$ cat src/rtl/seven_seg_scan_ctrl.sv
// Multiplexed BCD display scanner: one digit per slot with a blanking gap, tear-free
// value updates committed only at frame boundaries.
module seven_seg_scan_ctrl #(
  parameter int unsigned NUM_DIGITS   = 4,
  parameter int unsigned PRESCALE     = 1000,
  parameter int unsigned BLANK_CYCLES = 16
) (
  input  logic                    wb_clk_i,
  input  logic                    wb_rst_i,
  input  logic                    load_valid_i,
  output logic                    load_ready_o,
  input  logic [4*NUM_DIGITS-1:0] bcd_i,
  input  logic                    lz_en_i,
  output logic [3:0]              digit_o,
  output logic                    blank_o,
  output logic [NUM_DIGITS-1:0]   dig_en_o,
  output logic                    frame_o
);

  localparam int unsigned CntW = (PRESCALE > 1) ? $clog2(PRESCALE) : 1;
  localparam int unsigned IdxW = (NUM_DIGITS > 1) ? $clog2(NUM_DIGITS) : 1;
  localparam int unsigned ValW = 4 * NUM_DIGITS;

  localparam logic [CntW-1:0] CntMax     = CntW'(PRESCALE - 1);
  localparam logic [CntW-1:0] BlankLimit = CntW'(BLANK_CYCLES);
  localparam logic [IdxW-1:0] IdxMax     = IdxW'(NUM_DIGITS - 1);

  logic [CntW-1:0]       cnt_q, cnt_d;
  logic [IdxW-1:0]       idx_q, idx_d;
  logic [ValW-1:0]       active_q, active_d;
  logic [ValW-1:0]       shadow_q, shadow_d;
  logic                  pending_q, pending_d;

  logic [3:0]            digit_q, digit_d;
  logic                  blank_q, blank_d;
  logic [NUM_DIGITS-1:0] dig_en_q, dig_en_d;
  logic                  frame_q, frame_d;

  logic                  slot_end;
  logic                  boundary;
  logic                  accept;
  logic                  show;
  logic                  upper_nz;
  logic [3:0]            nib;

  always_comb begin
    slot_end  = (cnt_q == CntMax);
    boundary  = slot_end && (idx_q == IdxMax);
    accept    = load_valid_i && !pending_q;

    cnt_d     = slot_end ? '0 : cnt_q + CntW'(1);
    idx_d     = idx_q;
    if (slot_end) begin
      idx_d = (idx_q == IdxMax) ? '0 : idx_q + IdxW'(1);
    end

    active_d  = (boundary && pending_q) ? shadow_q : active_q;
    shadow_d  = accept ? bcd_i : shadow_q;
    pending_d = pending_q;
    if (accept) begin
      pending_d = 1'b1;
    end else if (boundary) begin
      pending_d = 1'b0;
    end
  end

  // Outputs are computed from next-state so the registered values line up with cnt/idx.
  always_comb begin
    nib      = active_d[{idx_d, 2'b00} +: 4];
    show     = (cnt_d >= BlankLimit);
    upper_nz = 1'b0;
    for (int k = 0; k < int'(NUM_DIGITS); k++) begin
      if (k >= int'(idx_d) && active_d[4*k +: 4] != 4'd0) begin
        upper_nz = 1'b1;
      end
    end

    digit_d  = nib;
    dig_en_d = show ? (NUM_DIGITS'(1) << idx_d) : '0;
    blank_d  = !show || (nib > 4'd9) || (lz_en_i && (idx_d != '0) && !upper_nz);
    frame_d  = boundary;
  end

  always_ff @(posedge wb_clk_i or posedge wb_rst_i) begin
    if (wb_rst_i) begin
      cnt_q     <= '0;
      idx_q     <= '0;
      active_q  <= '0;
      shadow_q  <= '0;
      pending_q <= 1'b0;
      digit_q   <= 4'd0;
      blank_q   <= 1'b1;
      dig_en_q  <= '0;
      frame_q   <= 1'b0;
    end else begin
      cnt_q     <= cnt_d;
      idx_q     <= idx_d;
      active_q  <= active_d;
      shadow_q  <= shadow_d;
      pending_q <= pending_d;
      digit_q   <= digit_d;
      blank_q   <= blank_d;
      dig_en_q  <= dig_en_d;
      frame_q   <= frame_d;
    end
  end

  assign load_ready_o = ~pending_q;
  assign digit_o      = digit_q;
  assign blank_o      = blank_q;
  assign dig_en_o     = dig_en_q;
  assign frame_o      = frame_q;

endmodule
$ cat config.mk
export PLATFORM = sky130hd
export DESIGN_NAME = seven_seg_scan_ctrl
export DESIGN_NICKNAME = d
export VERILOG_FILES = /design/src/rtl/seven_seg_scan_ctrl.sv
export SDC_FILE = /design/constraint.sdc
export NUM_CORES = 1
export LEC_CHECK = 0
export ABC_AREA = 1
export CORE_UTILIZATION = 25
export DETAILED_ROUTE_END_ITERATION = 8
export PLACE_DENSITY = 0.54
export SLEW_MARGIN = 0
export SYNTH_ARGS = -nofsm -noshare
export SYNTH_HDL_FRONTEND = slang
export SYNTH_SLANG_ARGS = --single-unit
$ cat constraint.sdc
create_clock -name wb_clk_i -period 1.8 [get_ports wb_clk_i]
set_input_delay 0.36 -clock wb_clk_i [delete_from_list [all_inputs] [get_ports wb_clk_i]]
set_output_delay 0.36 -clock wb_clk_i [all_outputs]
set_load 0.05 [all_outputs]
# Yosys cells after proc, flatten, opt, wreduce, memory -nomap -nowiden
# Cells that the tools add are included.
totals:
  reg_bits: 55
  latchBits: 0
  mem_bits_rw: 0
  rom_bits: 0
  input_bits: 20
  out_inout_bits: 11
  wordCells: 51
  memories: 0
op_classes:
  add_sub_neg: 2
  n_mul: 0
  div_mod_pow: 0
  n_lt_le_gt_ge: 5
  eq_ne: 2
  n_shift: 2
  mux: 11
  bitwise: 1
  n_reduce_logical: 19
op_table:
  columns: ["cell", "count"]
  rows:
  - ["$mux 16", 1]
  - ["$reduce_bool 4->1", 4]
  - ["$shiftx 16x5->4", 1]
  - ["$add 10x1->10 const B", 1]
  - ["$eq 10x10->1 const B", 1]
  - ["$ge 10x5->1 const B", 1]
  - ["$mux 10", 1]
  - ["$logic_and 1x1->1", 8]
  - ["$mux 1", 6]
  - ["$ge 1x2->1 const A", 2]
  - ["$gt 4x4->1 const B", 1]
  - ["$mux 2", 2]
  - ["$mux 4", 1]
  - ["$reduce_bool 2->1", 2]
  - ["$shl 1x2->4 const A", 1]
  - ["$logic_not 1->1", 3]
  - ["$add 2x1->2 const B", 1]
  - ["$eq 2x2->1 const B", 1]
  - ["$ge 2x2->1 const A", 1]
  - ["$logic_or 1x1->1", 2]
  - ["$not 1->1", 1]

# Depth between registers and ports, before layout
depth:
  ltp_word: 13
  mapped_depth: 15

# Worst setup path after synthesis
# No wires, ideal clock.
synth_timing:
  path_kind: "register to register"
  startpoint: "register cnt_q[0]"
  endpoint: "register dig_en_q[0] (netlist: dig_en_o[0])"
  setup_ns: 0.140
  arrival_time_ns: 1.647
  required_ns: 1.660
  setup_slack_ns: 0.012
  path_stages_with_launch: 11
  n_path_buf: 0
  cell_sequence: "dfrtp_1 > ha_1 > nand2_1 > inv_2 > nand3_1 > nor2_1 > or2_2 > nand2_1 > inv_2 > nor3_2 > a21boi_0"
synth_between:
  elab_chain_cells: 4
  word_cells_on_any_way: 7
  cone_classes: "add/sub (1); order compare (1); eq/ne (1); shift (1); mux (3)"
synth_lines:
  columns: ["element", "line", "text"]
  rows:
  - ["from (decl)", "28", "logic [CntW-1:0] cnt_q, cnt_d;"]
  - ["from (signal assigned)", "96", "cnt_q <= cnt_d;"]
  - ["$add 10x1->10 / $eq 10x10->1 (equally long branches)", "51, 47", null]
  - ["$mux 10 *", "51", "cnt_d = slot_end ? '0 : cnt_q + CntW'(1);"]
  - ["net cnt_d[6]", "28", null]
  - ["$ge 10x5->1 *", "70", "show = (cnt_d >= BlankLimit);"]
  - ["$mux 4 *", "79", "dig_en_d = show ? (NUM_DIGITS'(1) << idx_d) : '0;"]
  - ["net dig_en_d[0]", "36", "logic [NUM_DIGITS-1:0] dig_en_q, dig_en_d;"]
  - ["to (signal assigned)", "103", "dig_en_q <= dig_en_d;"]
  - ["to (decl)", "36", null]
# The timed path passes the listed nets; every way through them passes the cells marked *.
# A chain may end at the register's enable or synchronous reset.

# Final worst setup path
layout_timing:
  startpoint: "register cnt_q[0]"
  endpoint: "register blank_q (netlist: blank_o)"
layout_between:
  word_cells_on_any_way: 31
  cone_classes: "add/sub (1); order compare (5); eq/ne (1); shift (1); mux (7); reduce/logical (16)"
layout_lines:
  columns: ["element", "line", "text"]
  rows:
  - ["$eq 10x10->1 *", "47", "slot_end = (cnt_q == CntMax);"]
  - ["$logic_and 1x1->1 *", "48", "boundary = slot_end && (idx_q == IdxMax);"]
  - ["$logic_and 1x1->1 *", "57", "active_d = (boundary && pending_q) ? shadow_q : active_q;"]
  - ["$mux 16 *", "57", null]
  - ["net active_d[6]", "30", "logic [ValW-1:0] active_q, active_d;"]
  - ["branches (longest 7 deep; another with $gt 4x4->1)", null, null]
  - ["$logic_or 1x1->1 *", "80", "blank_d = !show || (nib > 4'd9) || (lz_en_i && (idx_d != '0) && !upper_nz);"]
  - ["net blank_d", "35", "logic blank_q, blank_d;"]
  - ["to (signal assigned)", "102", "blank_q <= blank_d;"]
  - ["to (decl)", "35", null]
# Mark *: on every way through the listed nets, which the timed path passes.

==> reports/metrics.yaml <==
synth_top_area_cell: "dfrtp_1"
fp.dieW_um: 105
rsz0062_at_grt: "true"
num_io_pins: 31
yosys-top-cells-count: "nand2_1 (71), dfrtp_1 (54), inv_1 (35), nor2_1 (22), nand3_1 (19)"
syn_area_um2: 2640
synth-async-reset-ratio: 1.00
cts_tree: "done"
cp_top_family: "simple AND/OR/NAND/NOR gates"
synthToLayoutAreaGrowth_pct: 45.8
vias: 2187
slew_headroom: 0.801
maxSlewViolCount: 0
cp.required_ns: 2.04
fin_area_um2: 3850
p_leak_nw: 2.00
clk_latency_ns: 0.31
ys_types: 30
synth_top_area_frac: 0.512
n_fill_cell: 1056
p_per_area_nw_per_um2: 569
cts_buffers: 5
clock.fmax_mhz: 531
critical_path_arrival_ns: 2.12
synth_area_leaders: "dfrtp_1 (51%), nand2_1 (10%), mux2_2 (6.4%)"
ys_seq_elements: 55
synth.mux.area_fraction: 0.0640
core_area_um2: 10300
synth_fa_ha_area_frac: 0.0142
place_area_um2: 3350
pre_cts_ws_ns: -0.172
cts.hold.buffers_added: 0
cts.clk_slew.worst_paths_ns: 0.10
yosysMostFrequentCell: "nand2_1"
ys_seq_area_frac: 0.522
die_area_um2: 11000
row_count: 37
dp.final_hpwl_um: 4400
setup_slack_ns: -0.0840
grt_pass1_wl_um: 10700
path_max_fanout: 8
syn_nets: 309
grt_antenna_before_repair: 0
firstDrtPassIters: 4
violations: "setup timing"
wire_per_inst_um: 12.5
cts.path.max_buffers: 2
fin_crit_sh: 1.05
diodes: 0
cap_violations: 0
crit_type: "reg -> reg"
setup_viol: 8
grt_pass1_vias: 2232
synthCells: 286
grt_use_total: 0.123
ir_worst_vdd_uv: 442
synthXorXnorAreaFrac: 0
drt-initial-drc-count: 75
syn_area_per_cell_um2: 9.23
grt_overflow: 0
cts_sinks: 55
synth_top_family_by_area: "simple AND/OR/NAND/NOR gates"
path_cells: "ha_4, nand3_2, nor2_4, nand4_4, buf_12, nand2_2, nand2_2, nand2_1, nand2_1, nor2_4, nand2_1, nand2_1, nand3_1"
root_buffer: "clkbuf_8"
min_period_ns: 1.88
gp_congestion: 0.829
skew_ns: 0.00690
drc_errors: 0
hold_violations: 0
htreeDepth: 2
synth_warnings: 0
start_kind: "flip-flop"
num-nets-final: 396
synth-compound-area-share: 0.0394
wirelength_um: 6350
path_buf_inv: 1
fp.dieH_um: 105
crit_top_cell: "nand2_1"
viasPerCell: 4.30
worst_pin_slew_ns: 0.299
ant_nets: 0
status: "finished with violations"
synth_edf_count: 0
cpMaxStageDelayCell: "dfrtp_1"
synthSimpleGateAreaFrac: 0.281
initial_core_util: 0.257
layout-drive-gt1-share: 0.434
port_buffers: 30
slowest_delay_ns: 0.43
grt_max_degree: 48
ys.flop_type: "dfrtp_1"
hp-class: "in -> async"
end_kind: "flip-flop"
-- sequential cells by signal (all words and copies together), names as in the netlist --
signal	count
idx_q	2
digit_o	4
pending_q	1
active_q	16
shadow_q	16
dig_en_o	4
frame_o	1
cnt_q	10
blank_o	1
-- per-layer routing --
layer,wire length (µm),track usage,vias to the layer above
li1,-,-,1080
met1,3110,0.171,1071
met2,2990,0.195,29
met3,166,0.0193,7
met4,85,0.0392,0
met5,0,0,-
-- cell type report --
type | instances | area [µm²] | area share
clock buffer | 6 | 72.6 | 0.0189
clock inverter | 1 | 30.0 | 0.00780
inverter | 39 | 151 | 0.0393
multi-input combinational | 188 | 1280 | 0.333
sequential | 55 | 1380 | 0.358
tap | 136 | 170 | 0.0442
timing repair buffer | 84 | 763 | 0.198
-- final timing paths --
path / start / endpoint / slack (ns) / cells past startpoint
max in group asynchronous: wb_rst_i / blank_o / 0.95 / 3
setup reg to reg: cnt_q[0] / blank_o / -0.08 / 13
hold / removal: wb_rst_i / shadow_q[5] / 0.27 / 2
setup / recovery: cnt_q[0] / blank_o / -0.08 / 13
min in group wb_clk_i: active_q[2] / active_q[2] / 0.49 / 2
hold reg to reg: active_q[2] / active_q[2] / 0.49 / 2
-- through the flow --
stage,utilization,power [mW],TNS (ns),instances,hold WS [ns]
finish,0.374,2.19,-0.338,509,0.274
global route,0.374,2.28,-1.59,509,0.327
CTS,0.356,2.22,-0.0833,502,0.283
detailed placement,0.326,1.41,-0.670,485,0.463
global placement,0.326,1.41,-0.726,485,0.467
floorplan,-,1.35,0,286,0.449
-- cell usage in the layout (no fill, tap or decap), types with 2 or more instances in the layout --
master | synthesis | layout
dfrtp_1 | 54 | 54
inv_2 | 4 | 6
mux2_2 | 15 | 15
nand2_1 | 71 | 51
nand2_2 | 12 | 26
buf_4 | 0 | 56
ha_1 | 3 | 2
a21oi_1 | 5 | 3
nor2_4 | 2 | 10
a21boi_1 | 0 | 2
nand4_1 | 7 | 7
nor2_1 | 22 | 16
o21ai_2 | 0 | 3
buf_6 | 1 | 4
buf_12 | 0 | 4
o21ai_0 | 6 | 4
o21ai_1 | 4 | 3
a21oi_2 | 0 | 2
inv_1 | 35 | 31
nand3_2 | 3 | 3
nand3_4 | 0 | 3
nand3_1 | 19 | 16
clkbuf_8 | 1 | 5
nand2_4 | 0 | 6
clkdlybuf4s50_1 | 0 | 19
inv_4 | 0 | 2
nor2_2 | 9 | 7
-- kinds of logic (layout without fill, tap and decap cells) --
| kind of cell | Yosys count | after routing |
|---|---|---|
| adders and majority gates | 3 | 3 |
| DFF | 55 | 55 |
| muxes | 15 | 15 |
| buffers and inverters | 43 | 130 |
| and+or+nand+nor | 151 | 151 |
| AOI/OAI and AO/OA | 19 | 19 |
-- report_power, final --
part	total [mW]	switching, mW	internal (mW)
Sequential	1.28	0.0191	1.27
Combinational	0.101	0.0385	0.0623
Clock	0.803	0.394	0.409
-- timing repair --
action / CTS / global route
buffers inserted: 9 / 7
endpoints found under the setup margin: 9 / 9
gates resized for setup: 33 / 37
pin swaps: 19 / 23
gates cloned: 1 / 0
(Power assumes the default switching activity.)
